$ cat config.mk
export PLATFORM = sky130hd
export DESIGN_NAME = frame_deserializer
export DESIGN_NICKNAME = d
export VERILOG_FILES = /design/src/rtl/frame_deserializer_pkg.sv /design/src/rtl/frame_deserializer_sipo_reg.sv /design/src/rtl/frame_deserializer.sv
export SDC_FILE = /design/constraint.sdc
export NUM_CORES = 1
export LEC_CHECK = 0
export BUFFER_PORTS_ARGS = -buffer_cell sky130_fd_sc_hd__buf_4
export CAP_MARGIN = 0
export CORE_MARGIN = 2
export CORE_UTILIZATION = 55
export DETAILED_ROUTE_END_ITERATION = 12
export PLACE_DENSITY_LB_ADDON = 0.12
export SLEW_MARGIN = 20
export SYNTH_ARGS = -nofsm -noshare
export SYNTH_HDL_FRONTEND = slang
export SYNTH_SLANG_ARGS = --single-unit
export TNS_END_PERCENT = 1
$ cat constraint.sdc
create_clock -name clock -period 4.7 [get_ports clock]
set_input_delay 0.94 -clock clock [delete_from_list [all_inputs] [get_ports clock]]
set_output_delay 0.94 -clock clock [all_outputs]
set_load 0.01 [all_outputs]
$ cat src/rtl/frame_deserializer_pkg.sv
// rtl/frame_deserializer_pkg.sv - shared constants for the serial frame receiver
// Contents: FSM state encoding and the line levels that mark frame start and stop.
package frame_deserializer_pkg;

  localparam logic [1:0] S_IDLE   = 2'd0;
  localparam logic [1:0] S_DATA   = 2'd1;
  localparam logic [1:0] S_PARITY = 2'd2;
  localparam logic [1:0] S_STOP   = 2'd3;

  localparam logic START_LEVEL = 1'b1;
  localparam logic STOP_LEVEL  = 1'b0;

endpackage

$ cat src/rtl/frame_deserializer_sipo_reg.sv
// rtl/frame_deserializer_sipo_reg.sv - serial-in parallel-out shift register
// Ports:
//   clock     rising-edge clock
//   reset     asynchronous active-high reset, clears q
//   shift_en  shift one bit in this edge
//   sin       serial bit entering at q[0]
//   q         parallel contents; the oldest bit ends up at q[WIDTH-1]
module sipo_reg import frame_deserializer_pkg::*; #(
  parameter int WIDTH = 4
) (
  input  logic             clock,
  input  logic             reset,
  input  logic             shift_en,
  input  logic             sin,
  output logic [WIDTH-1:0] q
);

  always_ff @(posedge clock or posedge reset) begin
    if (reset) begin
      q <= '0;
    end else if (shift_en) begin
      q <= {q[WIDTH-2:0], sin};
    end
  end

endmodule

$ cat src/rtl/frame_deserializer.sv
// rtl/frame_deserializer.sv - recovers start/data/parity/stop framed words from a serial line
// Ports:
//   clock       rising-edge clock
//   reset       asynchronous active-high reset; discards any partial frame
//   sin         serial line, idles at 0
//   data_out    last word whose stop bit was good; held between frames
//   valid       one-cycle pulse, data_out updated
//   parity_err  one-cycle pulse alongside valid when parity mismatched
//   frame_err   one-cycle pulse when the stop bit was 1
//   busy        high while a frame is being received
module frame_deserializer import frame_deserializer_pkg::*; #(
  parameter int WIDTH      = 4,
  parameter int PARITY_EN  = 1,
  parameter int ODD_PARITY = 0
) (
  input  logic             clock,
  input  logic             reset,
  input  logic             sin,
  output logic [WIDTH-1:0] data_out,
  output logic             valid,
  output logic             parity_err,
  output logic             frame_err,
  output logic             busy
);

  localparam int             CW   = (WIDTH > 1) ? $clog2(WIDTH) : 1;
  localparam logic [CW-1:0]  LAST = CW'(WIDTH - 1);
  localparam logic           PEN  = (PARITY_EN != 0);
  localparam logic           ODD  = (ODD_PARITY != 0);

  logic [1:0]       state;
  logic [CW-1:0]    count;
  logic             pbit;
  logic [WIDTH-1:0] shreg;

  sipo_reg #(.WIDTH(WIDTH)) u_sipo (
    .clock    (clock),
    .reset    (reset),
    .shift_en (state == S_DATA),
    .sin      (sin),
    .q        (shreg)
  );

  always_ff @(posedge clock or posedge reset) begin
    if (reset) begin
      state      <= S_IDLE;
      count      <= '0;
      pbit       <= 1'b0;
      data_out   <= '0;
      valid      <= 1'b0;
      parity_err <= 1'b0;
      frame_err  <= 1'b0;
      busy       <= 1'b0;
    end else begin
      // Status strobes live for exactly one cycle after the stop edge.
      valid      <= 1'b0;
      parity_err <= 1'b0;
      frame_err  <= 1'b0;
      case (state)
        S_IDLE: begin
          if (sin == START_LEVEL) begin
            state <= S_DATA;
            count <= '0;
            busy  <= 1'b1;
          end
        end
        S_DATA: begin
          // Stop counting at the last bit so the counter never wraps.
          if (count == LAST) begin
            state <= PEN ? S_PARITY : S_STOP;
          end else begin
            count <= count + CW'(1);
          end
        end
        S_PARITY: begin
          pbit  <= sin;
          state <= S_STOP;
        end
        S_STOP: begin
          if (sin == STOP_LEVEL) begin
            data_out   <= shreg;
            valid      <= 1'b1;
            parity_err <= PEN & ((^shreg ^ pbit) != ODD);
          end else begin
            // A bad stop bit is not taken as the next start bit.
            frame_err <= 1'b1;
          end
          state <= S_IDLE;
          busy  <= 1'b0;
        end
        default: begin
          state <= S_IDLE;
          busy  <= 1'b0;
        end
      endcase
    end
  end

endmodule
Word level (Yosys, flattened, before mapping)

Cells that the tools add are included.

Register bits after elaboration: 17
Bits of input ports: 3
Output and inout bits: 8
Logic and storage cells: 41

Add/subtract/negate cells: 1
Eq/ne operators: 7
Multiplexer cells: 14
Bitwise logic cells: 2
Reduce and logical (&&, ||, !) cells: 8

Operator list:

| cell                                          | count |
|---|---|
| two-way mux 2 bit                             | 4 |
| one-hot mux 2 bit (4 select lines)            | 1 |
| two-way mux 1 bit                             | 7 |
| == test 2 bit, second input constant          | 3 |
| != test 2 bit, second input constant          | 3 |
| AND reduction 2 bit                           | 3 |
| one-hot mux 2 bit (2 select lines)            | 1 |
| nonzero test 2 bit                            | 2 |
| parity 4 bit                                  | 1 |
| AND reduction 3 bit                           | 1 |
| adder 2 x 1 -> 2 bit, second input constant   | 1 |
| == test 2 x 1 -> 1 bit, second input constant | 1 |
| zero test 2 bit                               | 1 |
| one-hot mux 1 bit (2 select lines)            | 1 |
| inverter 1 bit                                | 1 |
| bitwise XOR 1 bit                             | 1 |

Logic depth before layout (Yosys ltp)

Gate-level depths: netlist of run 1.

Word-level depth: 4
Gate-level depth with buffers: 5
Depth with buffers taken out: 5

By module

From an unflattened synthesis of run 1, not the netlist that was laid out.

Cell total of the unflattened synthesis: 62
Area, all modules: 802.0 µm²

Modules (own cells, without submodules):

| module             | times used | cells an instance | area each (µm²) | sequential area each (µm²) |
|---|---|---|---|---|
| frame_deserializer | 1          | 53                | 653.1           | 325.3 |
| sipo_reg           | 1          | 9                 | 148.9           | 100.1 |

Worst setup path after synthesis of run 1

OpenSTA, ideal clock, no wires.

Path type: in2reg
Start: input sin
End: register state[1]
Setup time: 125 ps
Arrival: 1499 ps
Data required time: 4575 ps
Slack: 3076 ps
Cell stages on the path: 3
Path buffers: 0
Path through: nor2b_2 a21oi_1 mux2_2

Longest elaborated chain between the ends: 2

RTL lines:

| item                          | line                     | source |
|---|---|---|
| from (decl)                   | frame_deserializer.sv:18 | `input logic sin,` |
| != test 2 bit (no line)       | n/a                      |  |
| AND reduction 2 bit (no line) | n/a                      |  |
| to (signal assigned)          | frame_deserializer.sv:70 | `state <= PEN ? S_PARITY : S_STOP;` |
| to (decl)                     | frame_deserializer.sv:31 | `logic [1:0] state;` |

No other way between the ends.
A chain may end at the register's enable or synchronous reset.

Worst setup path after layout of run 1

Start: register busy
End: output busy

RTL lines:

| item                   | line                     | source |
|---|---|---|
| from (decl)            | frame_deserializer.sv:23 | `output logic busy` |
| from (signal assigned) | frame_deserializer.sv:53 | `busy <= 1'b0;` |
| from (signal assigned) | frame_deserializer.sv:64 | `busy <= 1'b1;` |
| from (signal assigned) | frame_deserializer.sv:89 | `busy <= 1'b0;` |

No word-level cell between the ends.

==> metrics.md, run 1 <==
| Metric | Value |
|---|---|
| TritonCTS Buffers | 3 |
| Die Wd | 42.1 um |
| Final HPWL DP | 882 um |
| TritonCTS clock tree | yes |
| Root Buffer | clkbuf_4 |
| Die Ht | 42.1 um |
| CP bufs+invs | 1 |
| Crit path max-delay cell type | dfrtp_1 |
| GPL Wtd Cong | 0.761 |
| Final #Nets | 93 |
| Period minus WS final | 1.76 ns |
| Min-delay worst type | flip-flop to flip-flop |
| Seq/Total Area, Yosys | 53.3% |
| Max transition margin | 59.2% |
| DIE AREA | 0.00177 mm^2 |
| Synth unique cells | 18 |
| Syn. warnings | 0 |
| Crit-path max cell delay | 0.39 ns |
| Fin. Hold Viols | 0 |
| Final setup margin | 2.94 ns |
| Leakage | 0.476 nW |
| Wirelength per Cell | 12.0 um |
| Simple-Gate Fraction of Synth Area | 13.8% |
| TritonCTS Sinks | 17 |
| Dominant cell type by area after synthesis | dfrtp_1 |
| Setup TNS Final | 0 ns |
| Worst R2R Path Depth | 5 |
| Port Buffers | 10 |
| Pre-CTS WS | 2.91 ns |
| Drt via density | 5.01 |
| Fin Hold WS | 0.482 ns |
| Pin count of the biggest net entering global routing | 18 |
| Post-synth EDFFs | 0 |
| Clk buf depth | 2 |
| Post-CTS Hold Fix Bufs | 0 |
| Top cells by area, synth | dfrtp_1 53%, ha_1 9.4%, mux2_2 8.5% |
| Final Cycle Share | 37.5% |
| Diode count | 0 |
| P per Cell Area | around 710 mW/mm^2 |
| Proportion of synthesized area in mux cells | 9.72% |
| Worst VDD drop | 0.000345 V |
| Most frequent cells after synthesis | 17 x dfrtp_1, 15 x nand2_1, 6 x ha_1, 6 x mux2_2, 5 x inv_1 |
| Ys flop type | dfrtp_1 |
| Crit path depth | 1 |
| Status | complete, no violations |
| Core Box Area | between 0.001 and 0.0015 mm^2 |
| Clock Latency Late Sink | about 0.28 ns |
| Synth Net Count | 79 |
| Layout area overhead | 14.4% |
| Most frequent cell after synthesis | dfrtp_1 |
| Antenna violation net count after detailed routing | 0 |
| Critical path class | flip-flop to primary output |
| Req. time, crit path | 3.76 ns |
| XOR/XNOR share of the synthesized area | 5.02% |
| Average cell area after synthesis | 11.4 um^2 |
| Post-CTS Setup Bufs | 0 |
| Ys async rst share | 100% |
| Worst Tran Pin Value | a little over 0.6 ns |
| WL final | between 1 and 1.5 mm |
| CP Max Fanout | 2 |
| Startpoint types | flip-flop |
| 1st-iter DRT viols | 5 |
| Max cap viols | 0 |
| Synth Register Bits | 17 |
| Fraction of the mapped netlist area in compound gates | around 5.8% |
| Gate Count Post-Synth | 70 |
| Hold depth | 2 |
| Largest family of logic cells by synthesized area | simple AND/OR/NAND/NOR gates |
| Crit-path leading delay family | flip-flops |
| GRT Util Overall | 15.3% |
| Final setup violation count | 0 |
| First-pass GRT wire length | 2.03 mm |
| Critical Path, Cell by Cell | buf_4 |
| Initial core utilization | 59.8% |
| RSZ-0062 raised after global routing | no |
| DRC | 0 |
| Max Freq | 567 MHz |
| Top cell type's share of synthesized area | 53.3% |
| Ports | 11 |
| H-tree levels | 1 |
| Synthesized cell area | roughly 800 um^2 |
| Max-slew violation count | 0 |
| Worst clock skew | 0.00453 ns |
| Post-Synth Adder-Cell Area | 9.40% |
| Initial antenna violation count | 0 |
| Std-Cell Rows | 13 |
| CTS resizes | 0 |
| Vias in the first global route | between 400 and 500 |
| CP endpoint kind | primary output |
| CTS clock-pin slew for the worst setup and hold paths | 0.09 ns |
| Grt ovf | 0 |
| DR pass1 iterations | 2 |
| Vias after detailed routing | between 400 and 500 |
| Crit path arrival time | around 0.82 ns |
| Share of layout cells above drive strength 1 | about a quarter |
sequential cells by signal (all words and copies together), names as in the netlist:
register / cells
state: 2
count: 2
valid: 1
busy: 1
pbit: 1
frame_err: 1
u_sipo.q: 4
data_out: 4
parity_err: 1
cells by family (layout without fill, tap and decap cells):
group	after synthesis	count (layout)
mux	7	7
compound gates	7	7
fa+ha+maj	6	6
simple gates	24	24
xor+xnor	3	3
flops	17	17
buf+inv	6	19
layout make-up:
class,count,area (um^2)
Sequential cell,17,425
Fill cell,103,420
Multi-Input combinational cell,47,349
Timing Repair Buffer,10,75.1
Clock buffer,4,26.3
Inverter,5,18.8
Tap cell,15,18.8
placed cells by master (no fill, tap or decap), drive strengths merged:
cell type / instances
nor2b: 2
buf: 10
or2: 1
dfrtp: 17
xnor2: 2
a22o: 3
and2: 1
clkbuf: 4
inv: 5
xnor3: 1
mux2i: 1
mux2: 6
nand2b: 3
nor2: 2
a21oi: 1
o21ai: 3
ha: 6
nand2: 15
power breakdown:
group          internal, W  switching (W)
Clock            0.0000329      0.0000423
Combinational     0.000174       0.000133
Sequential        0.000214      0.0000479
Total             0.000421       0.000224
layer usage:
| layer | track usage (%) | vias up | wire length (um) |
|---|---|---|---|
| met5 | 0 | - | 0 |
| li1 | - | 251 | - |
| met3 | 3.88 | 4 | 47 |
| met4 | 7.50 | 0 | 23 |
| met1 | 19.5 | 227 | 602 |
| met2 | 24.4 | 9 | 501 |
per-stage QoR:
| step | util, % | area, um^2 | power, W | instances |
|---|---|---|---|---|
| after floorplan | - | 798 | 0.000488 | 70 |
| after global placement | 66.5 | 887 | 0.000568 | 94 |
| after detailed placement | 66.5 | 887 | 0.000576 | 94 |
| after CTS | 68.5 | 913 | 0.000652 | 98 |
| after global routing | 68.5 | 913 | 0.000696 | 98 |
| final | 68.5 | 913 | 0.000645 | 98 |
final timing paths:
kind                              from     endpoint  slack [ns]
max                               busy         busy        2.94
min                        data_out[3]  data_out[3]        0.48
max reg2reg                   state[0]     state[1]        3.14
min reg2reg                data_out[3]  data_out[3]        0.48
max in group asynchronous        reset  data_out[1]        3.58
min in group asynchronous        reset     count[0]        0.72
(Power assumes the default switching activity.)
==> inputs of run 2 (changes only) <==
ABC_AREA = 1   (was not set)
CORE_UTILIZATION = 54   (was 55)
clock period = 1.7 ns   (was 4.7 ns; I/O delays follow)
==> run 2 against run 1 <==
  * First-iteration DRC count increased by 140%
  * Via count grew 22%
  * Setup slack worse by 2.6 ns
  * Combinational power rose to 2.7 times the previous value
  * Register-to-register slack worse by 2.8 ns
  * Critical endpoint is now count[0]
==> metrics.md, run 2 <==
| Metric | Value |
|---|---|
| Crit path arrival time | ~1.6 ns |
| Post-CTS Setup Bufs | 0 |
| Port Buffers | 10 |
| Min-delay worst type | primary input to asynchronous set/reset pin |
| Initial core utilization | 55.8% |
| Max transition margin | 57.3% |
| Combinational Power Share | roughly half |
| Fill cells | ~140 |
| DRC | 0 |
| First-pass GRT wire length | 2.38 mm |
| Antenna violation net count after detailed routing | 0 |
| Power Internal | 0.00103 W |
| GRT Util Overall | 17.4% |
| Setup TNS Final | 0 ns |
| Ys async rst share | 100% |
| Most frequent cells after synthesis | 21 x nand2_1, 18 x inv_1, 17 x dfrtp_1 |
| Net Sw Frac | roughly 40% |
| Drt via density | 4.89 |
| Dominant cell type by area after synthesis | dfrtp_1 |
| Leakage | slightly above 0.5 nW |
| Storage cell area | 425 um^2 |
| Max-slew violation count | 0 |
| WL final | 1.30 mm |
| Final #Nets | 116 |
| Critical path class | flip-flop to flip-flop |
| Crit path max-delay cell type | dfrtp_1 |
| RR Startpoint | state[1] |
| Syn. warnings | 0 |
| Seq/Total Area, Yosys | 51.8% |
| CP Max Fanout | 4 |
| Final Cycle Share | 80.9% |
| Most common cell after layout, fill and taps aside | nand2_1 |
| GPL Wtd Cong | around 0.74 |
| Max cap viols | 0 |
| Layout area overhead | 14.8% |
| Req. time, crit path | approximately 1.9 ns |
| DR pass1 iterations | 4 |
| Flop pwr share | slightly below 40% |
| Synth Register Bits | 17 |
| Cell mode on critical path | inv_1 |
| CP endpoint kind | flip-flop |
| Worst R2R Path Depth | 7 |
| Ports | 11 |
| Final HPWL DP | 978 um |
| Initial antenna violation count | 0 |
| Clock Latency Late Sink | approximately 0.28 ns |
| Area of the multi-input gates | about 320 um^2 |
| TritonCTS Sinks | 17 |
| Startpoint types | flip-flop |
| 1st-iter DRT viols | 12 |
| Share of layout cells above drive strength 1 | 17.9% |
| Diode count | 0 |
| Gate Count Post-Synth | 92 |
| CTS resizes | 0 |
| RR Endpoint | count[0] |
| Die Wd | 43.0 um |
| CTS clock-pin slew for the worst setup and hold paths | around 0.10 ns |
| Worst Tran Pin Value | around 0.64 ns |
| Ys flop type | dfrtp_1 |
| Top cell type's share of synthesized area | 51.8% |
| TritonCTS Buffers | 3 |
| Largest regs | data_out x4, u_sipo.q x4 |
| Max Freq | 727 MHz |
| Switch Pwr | 0.000695 W |
| TritonCTS clock tree | yes |
| Std-Cell Rows | 14 |
| Clk buf depth | 2 |
| DIE AREA | 0.00185 mm^2 |
| Average cell area after synthesis | 8.92 um^2 |
| Final setup violation count | 0 |
| Top cells by area, synth | dfrtp_1 52%, nand2_1 9.6%, ha_1 9.1% |
| Synth unique cells | 18 |
| Internal reg-to-reg setup slack | around 0.32 ns |
| P per Cell Area | 1830 mW/mm^2 |
| Grt ovf | 0 |
| H-tree levels | 1 |
| Fin. Hold Viols | 0 |
| Most frequent cell after synthesis | nand2_1 |
| Core Box Area | 0.00147 mm^2 |
| Vias after detailed routing | 597 |
| Worst clock skew | approximately 0.0052 ns |
| Post-synth EDFFs | 0 |
| Critical Path, Cell by Cell | inv_1 -> ha_1 -> inv_1 -> nand2_1 -> a21oi_4 -> o21ai_1 -> o21a_1 |
| Wirelength per Cell | 10.7 um |
| Final core utilization | 64.0% |
| RSZ-0062 raised after global routing | no |
| Root Buffer | clkbuf_4 |
| Status | complete, no violations |
| Commonest cells after routing, fill and taps aside | 21 x nand2_1, 18 x inv_1, 17 x dfrtp_1 |
| Crit-path max cell delay | 0.38 ns |
| Period minus WS final | 1.38 ns |
| Die Ht | 43.0 um |
| Synthesized cell area | 821 um^2 |
| Worst VDD drop | ~0.0009 V |
| Clock Power Share | 12.3% |
| Vias in the first global route | 592 |
| Synth Net Count | 101 |
| Post-CTS Hold Fix Bufs | 0 |
| Pin count of the biggest net entering global routing | 18 |
[run 2: cell types whose count changed in the layout (fill, tap and decap cells not counted), sizes merged, moves of 2 or more]
cell | before | now
a21oi | 1 | 4
a22o | 3 | 0
inv | 5 | 18
mux2 | 6 | 0
nand2 | 15 | 22
nand2b | 3 | 0
nand3 | 0 | 2
nor2 | 2 | 6
nor2b | 2 | 0
o21ai | 3 | 12
[run 2: metal layers]
metal | up-vias | global-route usage (%) | routed length, um
met2 | 11 | 30.9 | 645
met5 | - | 0 | 0
met4 | 0 | 7.27 | 23
li1 | 309 | - | -
met1 | 273 | 20.7 | 586
met3 | 4 | 2.55 | 46
[run 2: power by group through the flow]
stage	registers (W)	clock network, W	logic, W
floorplan	0.000712	0	0.000563
global placement	0.000685	0	0.000803
detailed placement	0.000692	0	0.000831
CTS	0.000683	0.000216	0.000840
global route	0.000709	0.000230	0.000962
finish	0.000680	0.000212	0.000828
[run 2: cell families (layout without fill, tap and decap cells)]
family,count (synthesis),after routing,synth area share [%]
buffers and inverters,19,33,9.15
AOI/OAI and AO/OA,18,18,13.3
xor gates and xnor gates,1,1,1.07
and+or+nand+nor,31,31,15.5
DFF,17,17,51.8
adders and majority gates,6,6,9.15
[run 2: how the worst max path moves through the flow]
stage | from | end | cells past startpoint
detailed placement | state[1] | count[0] | 7
global route | state[1] | count[0] | 7
floorplan | state[1] | count[0] | 7
CTS | state[1] | count[0] | 7
finish | state[1] | count[0] | 7
global placement | state[0] | count[0] | 6
[run 2: metrics by stage]
step	total power (W)	worst slack, ns	area, um^2	instances	hold WS [ns]
floorplan	0.00128	0.417	821	92	0.266
global placement	0.00149	0.419	916	118	0.465
global route	0.00190	0.212	942	122	0.181
finish	0.00172	0.325	942	122	0.134
detailed placement	0.00152	0.346	916	118	0.470
CTS	0.00174	0.331	942	122	0.158
[run 2: area by class of cell]
class | instances | share of cell area [%]
sequential | 17 | 45.2
multi-input combinational | 56 | 34.0
tap | 16 | 2.12
inverter | 18 | 7.17
clock buffer | 4 | 2.79
timing repair buffer | 11 | 8.76
[run 2: critical path, delay by kind of cell, from the launching register on]
| kind | cells | cell delay, ns |
|---|---|---|
| flip-flops | 1 | 0.38 |
| AO/OA/AOI/OAI | 3 | 0.38 |
| adder cells (fa/ha/maj) | 1 | 0.24 |
| buffers and inverters | 2 | 0.18 |
| AND/OR/NAND/NOR | 1 | 0.09 |
